[src/rtl/seg7_scan_display_pkg.sv]
// seg7_pkg: shared seven-segment patterns and width helper for the lab display blocks.
package seg7_pkg;
  localparam logic [6:0] SEG_BLANK = 7'h7F;
  localparam logic [6:0] SEG_PAT [16] = '{
    7'b1000000, 7'b1111001, 7'b0100100, 7'b0110000,
    7'b0011001, 7'b0010010, 7'b0000010, 7'b1111000,
    7'b0000000, 7'b0010000, 7'b0001000, 7'b0000011,
    7'b1000110, 7'b0100001, 7'b0000110, 7'b0001110
  };
  function automatic int idx_w(input int n);
    return (n > 1) ? $clog2(n) : 1;
  endfunction
endpackage

[src/rtl/seg7_scan_display_if.sv]
// seg7_scan_display_if: value/control inputs and display pin outputs of the scan driver.
interface seg7_scan_display_if #(parameter int DIGITS = 8);
  logic [4*DIGITS-1:0] data_i;
  logic [DIGITS-1:0] dp_i;
  logic load_i;
  logic blank_lz_i;
  logic pending_o;
  logic frame_o;
  logic [6:0] hex_o;
  logic dp_o;
  logic [DIGITS-1:0] hex_on_o;
  modport master (
    output data_i, dp_i, load_i, blank_lz_i,
    input pending_o, frame_o, hex_o, dp_o, hex_on_o
  );
  modport slave (
    input data_i, dp_i, load_i, blank_lz_i,
    output pending_o, frame_o, hex_o, dp_o, hex_on_o
  );
endinterface

[src/rtl/seg7_scan_display_hex_to_seg7.sv]
// hex_to_seg7: combinational nibble to active-low {g,f,e,d,c,b,a} segment decoder.
module hex_to_seg7
  import seg7_pkg::*;
(
  input  logic [3:0] i_nib,
  output logic [6:0] o_seg
);
  assign o_seg = SEG_PAT[i_nib];
endmodule

[src/rtl/seg7_scan_display.sv]
// seg7_scan_display: time-multiplexed digit scanner with frame-synchronous value load,
// leading-zero blanking and per-digit decimal points.
module seg7_scan_display
  import seg7_pkg::*;
#(
  parameter int DIGITS = 8,
  parameter int DIV = 100000
) (
  input logic clk,
  input logic rst,
  seg7_scan_display_if.slave bus
);
  localparam int IW = idx_w(DIGITS);
  localparam int PW = idx_w(DIV);
  localparam int N = 2 ** IW;
  logic [PW-1:0] r_pcnt;
  logic [IW-1:0] r_idx;
  logic [4*DIGITS-1:0] r_disp, r_pend;
  logic r_pend_v, r_frame, r_dp;
  logic [6:0] r_hex;
  logic [DIGITS-1:0] r_on;
  logic w_tick, w_wrap, w_blank;
  logic [4*N-1:0] w_disp;
  logic [N-1:0] w_dp, w_lz;
  logic [3:0] w_nib;
  logic [6:0] w_seg;
  assign w_tick = r_pcnt == PW'(DIV - 1);
  assign w_wrap = w_tick && r_idx == IW'(DIGITS - 1);
  // Vectors padded to a power of two so indexing by r_idx is always in range.
  always_comb begin
    logic z;
    w_disp = '0;
    w_disp[4*DIGITS-1:0] = r_disp;
    w_dp = '0;
    w_dp[DIGITS-1:0] = bus.dp_i;
    w_lz = '0;
    z = 1'b1;
    for (int k = DIGITS - 1; k >= 0; k--) begin
      z = z && r_disp[4*k +: 4] == 4'd0;
      w_lz[k] = z;
    end
    w_nib = w_disp[{r_idx, 2'b00} +: 4];
    w_blank = bus.blank_lz_i && r_idx != '0 && w_lz[r_idx];
  end
  hex_to_seg7 u_dec (.i_nib(w_nib), .o_seg(w_seg));
  always_ff @(posedge clk) begin
    if (rst) begin
      r_pcnt <= '0;
      r_idx <= '0;
      r_disp <= '0;
      r_pend <= '0;
      r_pend_v <= 1'b0;
      r_frame <= 1'b0;
      r_on <= '1;
      r_hex <= SEG_BLANK;
      r_dp <= 1'b1;
    end else begin
      r_pcnt <= w_tick ? '0 : r_pcnt + 1'b1;
      if (w_tick) r_idx <= w_wrap ? '0 : r_idx + 1'b1;
      if (w_wrap) begin
        r_pend_v <= 1'b0;
        if (bus.load_i) r_disp <= bus.data_i;
        else if (r_pend_v) r_disp <= r_pend;
      end else if (bus.load_i) begin
        r_pend <= bus.data_i;
        r_pend_v <= 1'b1;
      end
      r_frame <= w_wrap;
      r_on <= w_blank ? '1 : ~(DIGITS'(1) << r_idx);
      r_hex <= w_blank ? SEG_BLANK : w_seg;
      r_dp <= w_blank | ~w_dp[r_idx];
    end
  end
  assign bus.pending_o = r_pend_v;
  assign bus.frame_o = r_frame;
  assign bus.hex_on_o = r_on;
  assign bus.hex_o = r_hex;
  assign bus.dp_o = r_dp;
endmodule

[src/flat_wrapper.sv]
// flat-port wrapper written by rule: the top's interface ports become plain ports
module seg7_scan_display_flat import seg7_pkg::*;
#(
  parameter int DIGITS = 8,
  parameter int DIV = 100000
)
  (clk, rst, bus_data_i, bus_dp_i, bus_load_i, bus_blank_lz_i, bus_pending_o, bus_frame_o, bus_hex_o, bus_dp_o, bus_hex_on_o);
  seg7_scan_display_if #(.DIGITS(DIGITS)) bus_i ();
  input logic clk;
  input logic rst;
  input wire logic [$bits(bus_i.data_i)-1:0] bus_data_i;
  input wire logic [$bits(bus_i.dp_i)-1:0] bus_dp_i;
  input wire logic [$bits(bus_i.load_i)-1:0] bus_load_i;
  input wire logic [$bits(bus_i.blank_lz_i)-1:0] bus_blank_lz_i;
  output wire logic [$bits(bus_i.pending_o)-1:0] bus_pending_o;
  output wire logic [$bits(bus_i.frame_o)-1:0] bus_frame_o;
  output wire logic [$bits(bus_i.hex_o)-1:0] bus_hex_o;
  output wire logic [$bits(bus_i.dp_o)-1:0] bus_dp_o;
  output wire logic [$bits(bus_i.hex_on_o)-1:0] bus_hex_on_o;
  assign bus_i.data_i = bus_data_i;
  assign bus_i.dp_i = bus_dp_i;
  assign bus_i.load_i = bus_load_i;
  assign bus_i.blank_lz_i = bus_blank_lz_i;
  assign bus_pending_o = bus_i.pending_o;
  assign bus_frame_o = bus_i.frame_o;
  assign bus_hex_o = bus_i.hex_o;
  assign bus_dp_o = bus_i.dp_o;
  assign bus_hex_on_o = bus_i.hex_on_o;
  seg7_scan_display #(.DIGITS(DIGITS), .DIV(DIV)) u_core (.clk(clk), .rst(rst), .bus(bus_i));
endmodule
[config.mk]
export PLATFORM = sky130hd
export DESIGN_NAME = seg7_scan_display_flat
export DESIGN_NICKNAME = d
export VERILOG_FILES = /design/src/rtl/seg7_scan_display_pkg.sv /design/src/rtl/seg7_scan_display_if.sv /design/src/rtl/seg7_scan_display_hex_to_seg7.sv /design/src/rtl/seg7_scan_display.sv /design/src/flat_wrapper.sv
export SDC_FILE = /design/constraint.sdc
export NUM_CORES = 1
export LEC_CHECK = 0
export ABC_AREA = 0
export CORE_MARGIN = 8
export CORE_UTILIZATION = 55
export DETAILED_ROUTE_END_ITERATION = 10
export PLACE_DENSITY = 0.91
export SYNTH_ARGS = -nofsm -noshare
export SYNTH_HDL_FRONTEND = slang
export SYNTH_SLANG_ARGS = --single-unit
[constraint.sdc]
create_clock -name clk -period 2.9 [get_ports clk]
set_clock_uncertainty 0.05 [all_clocks]
set_input_delay 0.58 -clock clk [delete_from_list [all_inputs] [get_ports clk]]
set_output_delay 0.58 -clock clk [all_outputs]
set_load 0.005 [all_outputs]
==> metrics.md, run 1 <==
| Metric | Value |
|---|---|
| Mapped Cells | 474 |
| Seq cells post-synth | 102 |
| I/O pins | 62 |
| Minimum clock period | 2.60 ns |
| Reg2reg path depth | 6 |
| Mapped Area | 0.00475 sq mm |
| Die X | 109 microns |
| Root Buffer | clkbuf_8 |
| Synthesis-to-finish area growth | 18.2% |
| Top cells by count, synth | 102 x dfxtp_1, 93 x nor2_1, 72 x mux2i_1 |
| DRC Markers | 0 |
| Period Utilization, post-route | 89.6% |
| Routed vias | 3624 |
| Yosys warns | 0 |
| Final WL | 10.3 mm |
| Post-synthesis sequential area ratio | 43.0% |
| Post-DP Area | 0.00542 sq mm |
| Non-Filler Instances | 637 |
| Place WS | 0.254 ns |
| Layout cell share with drive strength beyond 1 | 13.4% |
| Clk pwr share | 34.9% |
| Drt pass-1 iters | 4 |
| Reg-to-reg slack, setup | 0.30 ns |
| Vias in the first global route | 3736 |
| Hold Crit Class | flip-flop to flip-flop |
| Clk buf depth | 2 |
| Max FO, Critical Path | 32 |
| Logic pwr share | 8.8% |
| Initial Utilization | 55.6% |
| Fillers | 626 |
| Core footprint | 0.00855 sq mm |
| Critical path destination | u_core.r_pend[15] |
| Largest area contributor in the netlist | dfxtp_1 |
| Worst setup EP type | flip-flop |
| Largest net degree at the start of global routing | 63 |
| Die Footprint | 0.0119 sq mm |
| Rel. slew slack | 28.1% |
| Sw power | 0.586 mW |
| Syn Nets | 531 |
| Most used DFF post-synth | dfxtp_1 |
| Final setup violation count | 0 |
| IO buf count | 61 |
| Syn avg cell area | 10.0 sq um |
| Worst VDD drop | 212 uV |
| CTS H-tree depth | 3 |
| Hold WS | 0.408 ns |
| Dpl cells | 622 |
| Top cells by area, synth | dfxtp_1 43%, mux2i_1 15%, a211oi_2 7.4% |
| Drt first-iter violations | 207 |
| Final GP Congestion | 0.884 |
| Post-synth top area share | 43.0% |
| Leakage power | 2.14 nW |
| CTS tree | yes |
| Sw Share | 22.7% |
| GRT Residual Overflow | 0 |
| Final max-slew violation count | 0 |
| GR Layer Usage met3 | 4.96% |
| Final ANT Viol Nets | 0 |
| Setup ws final | 0.301 ns |
| Clock sinks | 102 |
| Final instance area | 0.00562 sq mm |
| Wirelength per Cell | 16.1 microns |
| # rows | 34 |
| Count leader, synth | dfxtp_1 |
| Unique masters post-synth | 44 |
| Initial antenna violation count | 0 |
| RSZ-0062 raised after global routing | false |
| # diodes | 0 |
| Setup TNS | 0 ns |
| FF-to-FF Start | u_core.r_pcnt[0] |
| Met2 global-route usage | 30.6% |
| Crit Reg-Reg Endpoint | u_core.r_pend[15] |
| First-pass GRT wire length | 17.4 mm |
| TritonCTS buffer count | 9 |
| Most Crowded Layer GR | met2 |
| CP arrival | 2.76 ns |
| Internal | 2.00 mW |
| CTS clock-pin slew for the worst setup and hold paths | 0.09 ns |
| Startpoint types | flip-flop |
| Tightest Pin Transition | 1.08 ns |
| Final Hold Viols | 0 |
| Die Y | 109 microns |
| Peak Freq | 385 MHz |
| Hold Buf Count CTS | 0 |
| Met1 GRT Util | 21.3% |
| Total Routing Usage GR | 18.1% |
| CP Data Required Time | 3.06 ns |
| Sequential power share | 56.3% |
| Outcome | complete, no violations |
| Post-DP HPWL | 7.50 mm |
| Async SR Flop Fraction | 0% |
| Number of synthesized flops with an enable pin | 0 |
| WS Path Type | flip-flop to flip-flop |
| Final nets | 582 |
| Clock Latency Late Sink | 0.36 ns |
| Setup crit start | u_core.r_pcnt[0] |
| Max-cap violations | 0 |
| Detail-routed via count per cell | 5.69 |
| Pwr Density | 460 mW/mm^2 |
[placed cells by master (no fill, tap or decap), types with 3 or more instances in the layout]
master	n
xnor2_1	6
inv_1	9
nand3_1	11
nor3_1	4
dfxtp_1	101
mux2_2	6
nand4_1	5
nand2_1	19
a211oi_2	28
nand2b_1	3
xor2_1	8
buf_4	9
clkbuf_8	11
a21oi_1	6
mux2i_1	72
a211oi_1	8
o221ai_1	4
mux4_2	6
ha_1	13
nor4_1	8
clkdlybuf4s50_1	59
nor2_1	93
o21ai_0	5
or4_1	4
[sequential cells by signal, indices dropped and copies added (netlist names)]
name                  cells
u_core.bus.pending_o      1
u_core.bus.dp_o           1
u_core.bus.hex_on_o       8
u_core.r_disp            32
u_core.r_pcnt            17
u_core.r_pend            32
u_core.bus.frame_o        1
u_core.r_idx              3
u_core.bus.hex_o          7
[area by class of cell]
class	count	area (sq um)	share of cell area (%)
inverters	10	37.5	0.668
clock inverters	3	43.8	0.780
well taps	108	135	2.41
flip-flops and latches	102	2040	36.4
clock buffers	12	155	2.76
multi-input cells	331	2510	44.8
repair buffers	71	688	12.3
[worst max-delay path: stages (launching register included)]
cell     delay, ns
dfxtp_1       0.36
ha_1          0.21
nand2_1       0.13
or4_1         0.62
o31a_2        0.72
mux2i_1       0.28
nor2_1        0.07
[worst min path at each step]
| stage | start | to | cells past startpoint |
|---|---|---|---|
| 2_1_floorplan | u_core.r_pcnt[0] | u_core.r_pcnt[0] | 1 |
| 3_5_place_dp | u_core.r_pcnt[0] | u_core.r_pcnt[0] | 1 |
| 4_1_cts | u_core.r_pcnt[0] | u_core.r_pcnt[0] | 1 |
| 3_3_place_gp | u_core.r_pcnt[0] | u_core.r_pcnt[0] | 1 |
| 6_report | u_core.r_pcnt[0] | u_core.r_pcnt[0] | 1 |
| 5_1_grt | u_core.r_pcnt[0] | u_core.r_pcnt[0] | 1 |
[cell families (layout without fill, tap and decap cells)]
family | Yosys count | in the layout | share of synthesized area [%]
and+or+nand+nor | 158 | 158 | 15.1
DFF | 102 | 102 | 43.0
muxes | 84 | 84 | 19.4
AOI/OAI and AO/OA | 62 | 62 | 12.4
buffers and inverters | 41 | 96 | 4.16
xor gates and xnor gates | 14 | 14 | 2.58
adders and majority gates | 13 | 13 | 3.42
[timing repair]
action | in CTS | in global routing
buffers inserted | 0 | 0
endpoints found under the hold margin | 0 | 0
gates resized for setup | 0 | 1
endpoints found under the setup margin | 0 | 4
[power by group through the flow]
stage               Sequential (mW)  Combinational (mW)  Clock (mW)
finish                         1.46               0.228       0.902
global route                   1.46               0.249       0.972
CTS                            1.46               0.230       0.913
detailed placement             1.49               0.228           0
global placement               1.48               0.220           0
floorplan                      1.48               0.128           0
[through the flow]
| step | util, % | power [mW] |
|---|---|---|
| global route | 65.7 | 2.68 |
| detailed placement | 63.3 | 1.71 |
| global placement | 63.3 | 1.70 |
| CTS | 65.7 | 2.60 |
| finish | 65.7 | 2.59 |
| floorplan | - | 1.61 |
[layer usage]
layer / wire length, microns / vias to the layer above
met2: 5050 / 85
met3: 563 / 20
met1: 4460 / 1732
met4: 201 / 0
met5: 0 / -
li1: - / 1787
Power figures use the tool's default switching activity.
==> run 2, diff against run 1 <==
- CORE_UTILIZATION: 55 -> 41
- PLACE_DENSITY: 0.91 -> 0.73
==> metrics.md, run 2 (synthesis results as in run 1) <==
| Metric | Value |
|---|---|
| CP arrival | 2.79 ns (was 2.76 ns) |
| Period Utilization, post-route | 92.3% (was 89.6%) |
| Die X | 124 microns (was 109 microns) |
| Setup crit start | u_core.r_idx[0] (was u_core.r_pcnt[0]) |
| Final ANT Viol Nets | 0 (unchanged) |
| Minimum clock period | 2.68 ns (was 2.60 ns) |
| DRC Markers | 0 (unchanged) |
| Drt first-iter violations | 252 (was 207) |
| CTS H-tree depth | 3 (unchanged) |
| Pwr Density | 508 mW/mm^2 (was 460 mW/mm^2) |
| Post-DP HPWL | 7.52 mm (was 7.50 mm) |
| Leakage power | 2.20 nW (was 2.14 nW) |
| Critical path destination | u_core.bus.hex_o[3] (was u_core.r_pend[15]) |
| Final nets | 583 (was 582) |
| Commonest cells after routing, fill and taps aside | 102 x dfxtp_1, 93 x nor2_1, 72 x mux2i_1 (was 101 x dfxtp_1, 93 x nor2_1, 72 x mux2i_1) |
| Hold Crit Depth | 1 (unchanged) |
| First-pass GRT wire length | 17.0 mm (was 17.4 mm) |
| Detail-routed via count per cell | 5.34 (was 5.69) |
| Fillers | 1043 (was 626) |
| Clock sinks | 102 (unchanged) |
| Top Registers | u_core.r_disp: 32 flops, u_core.r_pend: 32 flops, u_core.r_pcnt: 17 flops (unchanged) |
| Post-CTS setup buffers | 0 (unchanged) |
| PostCTS Resize Cnt | 0 (unchanged) |
| Setup ws final | 0.222 ns (was 0.301 ns) |
| I/O pins | 62 (unchanged) |
| Synthesis-to-finish area growth | 21.8% (was 18.2%) |
| # rows | 39 (was 34) |
| Area of the multi-input gates | 0.00251 sq mm (unchanged) |
| Hold Buf Count CTS | 0 (unchanged) |
| Crit Reg-Reg Endpoint | u_core.bus.hex_o[3] (was u_core.r_pend[15]) |
| Peak Freq | 373 MHz (was 385 MHz) |
| Routed vias | 3601 (was 3624) |
| Final WL | 10.3 mm (about the same) |
| Most common cell after layout, fill and taps aside | dfxtp_1 (unchanged) |
| WS Path Type | flip-flop to flip-flop (unchanged) |
| Final GP Congestion | 0.925 (was 0.884) |
| Final Hold Viols | 0 (unchanged) |
| Tightest Pin Transition | 1.10 ns (was 1.08 ns) |
| Vias in the first global route | 3499 (was 3736) |
| Wirelength per Cell | 15.3 microns (was 16.1 microns) |
| Reg-to-reg slack, setup | 0.22 ns (was 0.30 ns) |
| Hold Crit Class | flip-flop to flip-flop (unchanged) |
| Reg2reg path depth | 9 (was 6) |
| Layout cell share with drive strength beyond 1 | 13.6% (was 13.4%) |
| Largest net degree at the start of global routing | 72 (was 63) |
| Rel. slew slack | 26.5% (was 28.1%) |
| Worst setup EP type | flip-flop (unchanged) |
| Clk buf depth | 2 (unchanged) |
| TritonCTS buffer count | 9 (unchanged) |
| Total Routing Usage GR | 14.0% (was 18.1%) |
| Clock Latency Late Sink | 0.34 ns (was 0.36 ns) |
| CP Data Required Time | 3.01 ns (was 3.06 ns) |
| CTS clock-pin slew for the worst setup and hold paths | 0.07 ns (was 0.09 ns) |
| Startpoint types | flip-flop (unchanged) |
| Sequential standard cell area | 0.00204 sq mm (about the same) |
| Place WS | 0.253 ns (was 0.254 ns) |
| Final max-slew violation count | 0 (unchanged) |
| Initial Utilization | 41.8% (was 55.6%) |
| Initial antenna violation count | 0 (unchanged) |
| Root Buffer | clkbuf_16 (was clkbuf_8) |
| Worst VDD drop | 250 uV (was 212 uV) |
| GRT Residual Overflow | 0 (unchanged) |
| CTS tree | yes (unchanged) |
| Die Y | 124 microns (was 109 microns) |
| Core footprint | 0.0114 sq mm (was 0.00855 sq mm) |
| Final setup violation count | 0 (unchanged) |
| FF-to-FF Start | u_core.r_idx[0] (was u_core.r_pcnt[0]) |
| # diodes | 0 (unchanged) |
| IO buf count | 61 (unchanged) |
| Max FO, Critical Path | 10 (was 32) |
| RSZ-0062 raised after global routing | false (unchanged) |
| Hold WS | 0.403 ns (was 0.408 ns) |
| Outcome | complete, no violations (unchanged) |
| Max-cap violations | 0 (unchanged) |
| Drt pass-1 iters | 4 (unchanged) |
| Setup TNS | 0 ns (unchanged) |
| Die Footprint | 0.0153 sq mm (was 0.0119 sq mm) |
-- run 2: cell count changes in the layout (fill, tap and decap cells not counted), sizes merged --
cell      delta
clkinv       -2
clkinvlp     +1
clkbuf       +2
buf          +1
-- run 2: worst min path at each step --
| stage | start | slack, ns | to |
|---|---|---|---|
| floorplan | u_core.r_pcnt[0] | 0.37 | u_core.r_pcnt[0] |
| global route | u_core.r_pcnt[0] | 0.42 | u_core.r_pcnt[0] |
| detailed placement | u_core.r_pcnt[0] | 0.39 | u_core.r_pcnt[0] |
| finish | u_core.r_pcnt[0] | 0.40 | u_core.r_pcnt[0] |
| global placement | u_core.r_pcnt[0] | 0.38 | u_core.r_pcnt[0] |
| CTS | u_core.r_pcnt[0] | 0.41 | u_core.r_pcnt[0] |
-- run 2: area by class of cell --
cell class | instances | share of cell area, %
clock inverters | 2 | 0.648
well taps | 143 | 3.09
clock buffers | 14 | 4.91
repair buffers | 72 | 12.0
inverters | 10 | 0.648
multi-input cells | 331 | 43.4
flip-flops and latches | 102 | 35.3
-- run 2: stage by stage --
step / util (%) / power (mW) / cells / cell area, sq um
after floorplan: - / 1.61 / 474 / 4750
after global placement: 48.1 / 1.71 / 658 / 5470
after detailed placement: 48.1 / 1.72 / 658 / 5470
after CTS: 50.9 / 2.97 / 674 / 5790
after global routing: 50.9 / 3.05 / 674 / 5790
final: 50.9 / 2.94 / 674 / 5790
-- run 2: power breakdown --
group / total, mW / internal [mW] / switching [mW]
Clock: 1.26 / 0.764 / 0.495
Combinational: 0.229 / 0.122 / 0.107
Sequential: 1.46 / 1.44 / 0.0174
Total: 2.94 / 2.32 / 0.620
-- run 2: layer usage --
metal	vias to the layer above	wire length, microns	global-route usage [%]
li1	1793	-	-
met1	1716	4710	17.6
met2	81	4820	22.8
met3	11	688	3.72
met4	0	115	4.29
met5	-	0	0
-- run 2: critical path: stages, from the launching register on --
cell	delay, ns
dfxtp_1	0.59
mux4_2	0.58
nand2_1	0.08
and2_1	0.21
inv_1	0.14
ha_1	0.22
inv_1	0.07
nor2_1	0.04
a2111oi_0	0.36
o21ai_0	0.15
==> run 3, diff against run 2 <==
- SKIP_LAST_GASP: default -> 1
- clock period: 2.9 -> 2.5 ns (I/O delays scaled with it)
==> metrics.md, run 3 (synthesis results as in run 1) <==
| Metric | Value |
|---|---|
| Outcome | complete, no violations (unchanged) |
| Period Utilization, post-route | 92.6% (was 92.3%) |
| Hold Crit Depth | 1 (unchanged) |
| Reg-to-reg slack, setup | 0.19 ns (was 0.22 ns) |
| Largest net degree at the start of global routing | 72 (unchanged) |
| Detail-routed via count per cell | 5.28 (was 5.34) |
| Drt first-iter violations | 234 (was 252) |
| CP Data Required Time | 2.70 ns (was 3.01 ns) |
| Max FO, Critical Path | 30 (was 10) |
| Worst setup EP type | flip-flop (unchanged) |
| Routed vias | 3591 (was 3601) |
| Final ANT Viol Nets | 0 (unchanged) |
| Startpoint types | flip-flop (unchanged) |
| IO buf count | 61 (unchanged) |
| Worst VDD drop | 336 uV (was 250 uV) |
| Leakage power | 2.23 nW (was 2.20 nW) |
| Die X | 124 microns (unchanged) |
| Peak Freq | 432 MHz (was 373 MHz) |
| Setup crit start | u_core.r_pcnt[0] (was u_core.r_idx[0]) |
| TritonCTS buffer count | 9 (unchanged) |
| CP arrival | 2.52 ns (was 2.79 ns) |
| Die Y | 124 microns (unchanged) |
| Met1 wire length | 4.90 mm (was 4.71 mm) |
| CTS tree | yes (unchanged) |
| Crit Reg-Reg Endpoint | u_core.r_disp[17] (was u_core.bus.hex_o[3]) |
| # rows | 39 (unchanged) |
| Post-Route Utilization | 51.5% (was 50.9%) |
| Most common cell after layout, fill and taps aside | dfxtp_1 (unchanged) |
| Core footprint | 0.0114 sq mm (unchanged) |
| Reg2reg path depth | 8 (was 9) |
| Post-DP Area | 0.00554 sq mm (was 0.00547 sq mm) |
| Top Registers | u_core.r_disp: 32 flops, u_core.r_pend: 32 flops, u_core.r_pcnt: 17 flops (unchanged) |
| Max-cap violations | 0 (unchanged) |
| Hold Crit Start | u_core.r_pcnt[0] (unchanged) |
| Final max-slew violation count | 0 (unchanged) |
| Tightest Pin Transition | 0.871 ns (was 1.10 ns) |
| CTS clock-pin slew for the worst setup and hold paths | 0.06 ns (was 0.07 ns) |
| WS Path Type | flip-flop to flip-flop (unchanged) |
| Commonest cells after routing, fill and taps aside | 100 x dfxtp_1, 93 x nor2_1, 72 x mux2i_1 (was 102 x dfxtp_1, 93 x nor2_1, 72 x mux2i_1) |
| Final WL | 10.6 mm (was 10.3 mm) |
| CTS H-tree depth | 3 (unchanged) |
| Setup TNS | 0 ns (unchanged) |
| Rel. slew slack | 41.9% (was 26.5%) |
| WL met2 | 4.99 mm (was 4.82 mm) |
| Post-DP HPWL | 7.89 mm (was 7.52 mm) |
| Drt pass-1 iters | 4 (unchanged) |
| Hold Buf Count CTS | 0 (unchanged) |
| RSZ-0062 raised after global routing | false (unchanged) |
| Highest routed layer | met5 (was met4) |
| Wirelength per Cell | 15.6 microns (was 15.3 microns) |
| Total Routing Usage GR | 14.3% (was 14.0%) |
| Vias in the first global route | 3554 (was 3499) |
| Final GP Congestion | 0.878 (was 0.925) |
| Clock Latency Late Sink | 0.34 ns (about the same) |
| Fillers | 1016 (was 1043) |
| Initial Utilization | 41.8% (unchanged) |
| Synthesis-to-finish area growth | 23.3% (was 21.8%) |
| I/O pins | 62 (unchanged) |
| Final instance area | 0.00586 sq mm (was 0.00579 sq mm) |
| Hold WS | 0.414 ns (was 0.403 ns) |
| Root Buffer | clkbuf_16 (unchanged) |
| Minimum clock period | 2.31 ns (was 2.68 ns) |
| FF-to-FF Start | u_core.r_pcnt[0] (was u_core.r_idx[0]) |
| First-pass GRT wire length | 17.4 mm (was 17.0 mm) |
| Hold Crit Class | flip-flop to flip-flop (unchanged) |
| Initial antenna violation count | 1 (was 0) |
| Final setup violation count | 0 (unchanged) |
| Layout cell share with drive strength beyond 1 | 15.5% (was 13.6%) |
| # diodes | 0 (unchanged) |
| Final Hold Viols | 0 (unchanged) |
| WL met3 | 586 microns (was 688 microns) |
| Clock sinks | 102 (unchanged) |
| Die Footprint | 0.0153 sq mm (unchanged) |
| Pwr Density | 572 mW/mm^2 (was 508 mW/mm^2) |
| Clk buf depth | 2 (unchanged) |
| GRT Residual Overflow | 0 (unchanged) |
| Final nets | 589 (was 583) |
| DRC Markers | 0 (unchanged) |
| WHS Endpoint | u_core.r_pcnt[0] (unchanged) |
-- run 3: cell types whose count changed in the layout (fill, tap and decap cells not counted), moves of 2 or more --
cell      previous run  this run
buf_4               10        14
dfxtp_2              0         2
dfxtp_1            102       100
clkbuf_8             4         1
buf_12               1         3
-- run 3: worst max path at each step --
stage | endpoint | slack [ns] | cells after the start
4_1_cts | u_core.bus.hex_o[3] | 0.06 | 9
5_1_grt | u_core.bus.hex_o[3] | 0.02 | 9
6_report | u_core.r_disp[17] | 0.19 | 8
2_1_floorplan | u_core.bus.hex_o[3] | 0.06 | 11
3_5_place_dp | u_core.bus.hex_o[6] | -0.11 | 8
3_3_place_gp | u_core.bus.hex_o[2] | 0.11 | 8
-- run 3: layout make-up --
cell class	count	area, sq um	share of cell area (%)
flip-flops and latches	102	2040	34.9
clock inverters	5	58.8	1.00
inverters	10	37.5	0.641
clock buffers	11	243	4.14
multi-input cells	331	2530	43.2
repair buffers	78	766	13.1
well taps	143	179	3.05
-- run 3: where the power goes --
| part | leakage, nW | internal [mW] | switching (mW) | total, mW |
|---|---|---|---|---|
| clock | 0.142 | 0.803 | 0.591 | 1.39 |
| sequential | 0.833 | 1.67 | 0.0204 | 1.69 |
| combinational | 1.25 | 0.144 | 0.125 | 0.270 |
-- run 3: what timing repair did --
| item | in CTS | in global routing |
|---|---|---|
| setup endpoints to repair | 6 | 41 |
| endpoints found under the hold margin | 0 | 0 |
| pin swaps | 0 | 1 |
| buffers inserted | 0 | 1 |
| gates cloned | 0 | 0 |
| resized for setup | 1 | 3 |
-- run 3: per-layer routing --
metal	up-vias	global-route usage (%)
met1	1703	18.0
met2	72	23.3
met5	-	0
li1	1801	-
met4	2	4.74
met3	13	3.90
-- run 3: per-stage QoR --
| stage | total power, mW | std cells | worst slack [ns] |
|---|---|---|---|
| after detailed placement | 2.00 | 663 | -0.106 |
| after global placement | 1.99 | 663 | 0.110 |
| after CTS | 3.39 | 679 | 0.0601 |
| final | 3.35 | 680 | 0.186 |
| after floorplan | 1.87 | 474 | 0.0606 |
| after global routing | 3.48 | 680 | 0.0248 |
-- run 3: worst max-delay path: stages (launching register included) --
cell,delay (ns)
dfxtp_1,0.36
ha_1,0.21
nand2_1,0.13
or4_4,0.55
nor4_4,0.28
buf_4,0.17
buf_12,0.19
nor2_1,0.07
a211oi_2,0.20
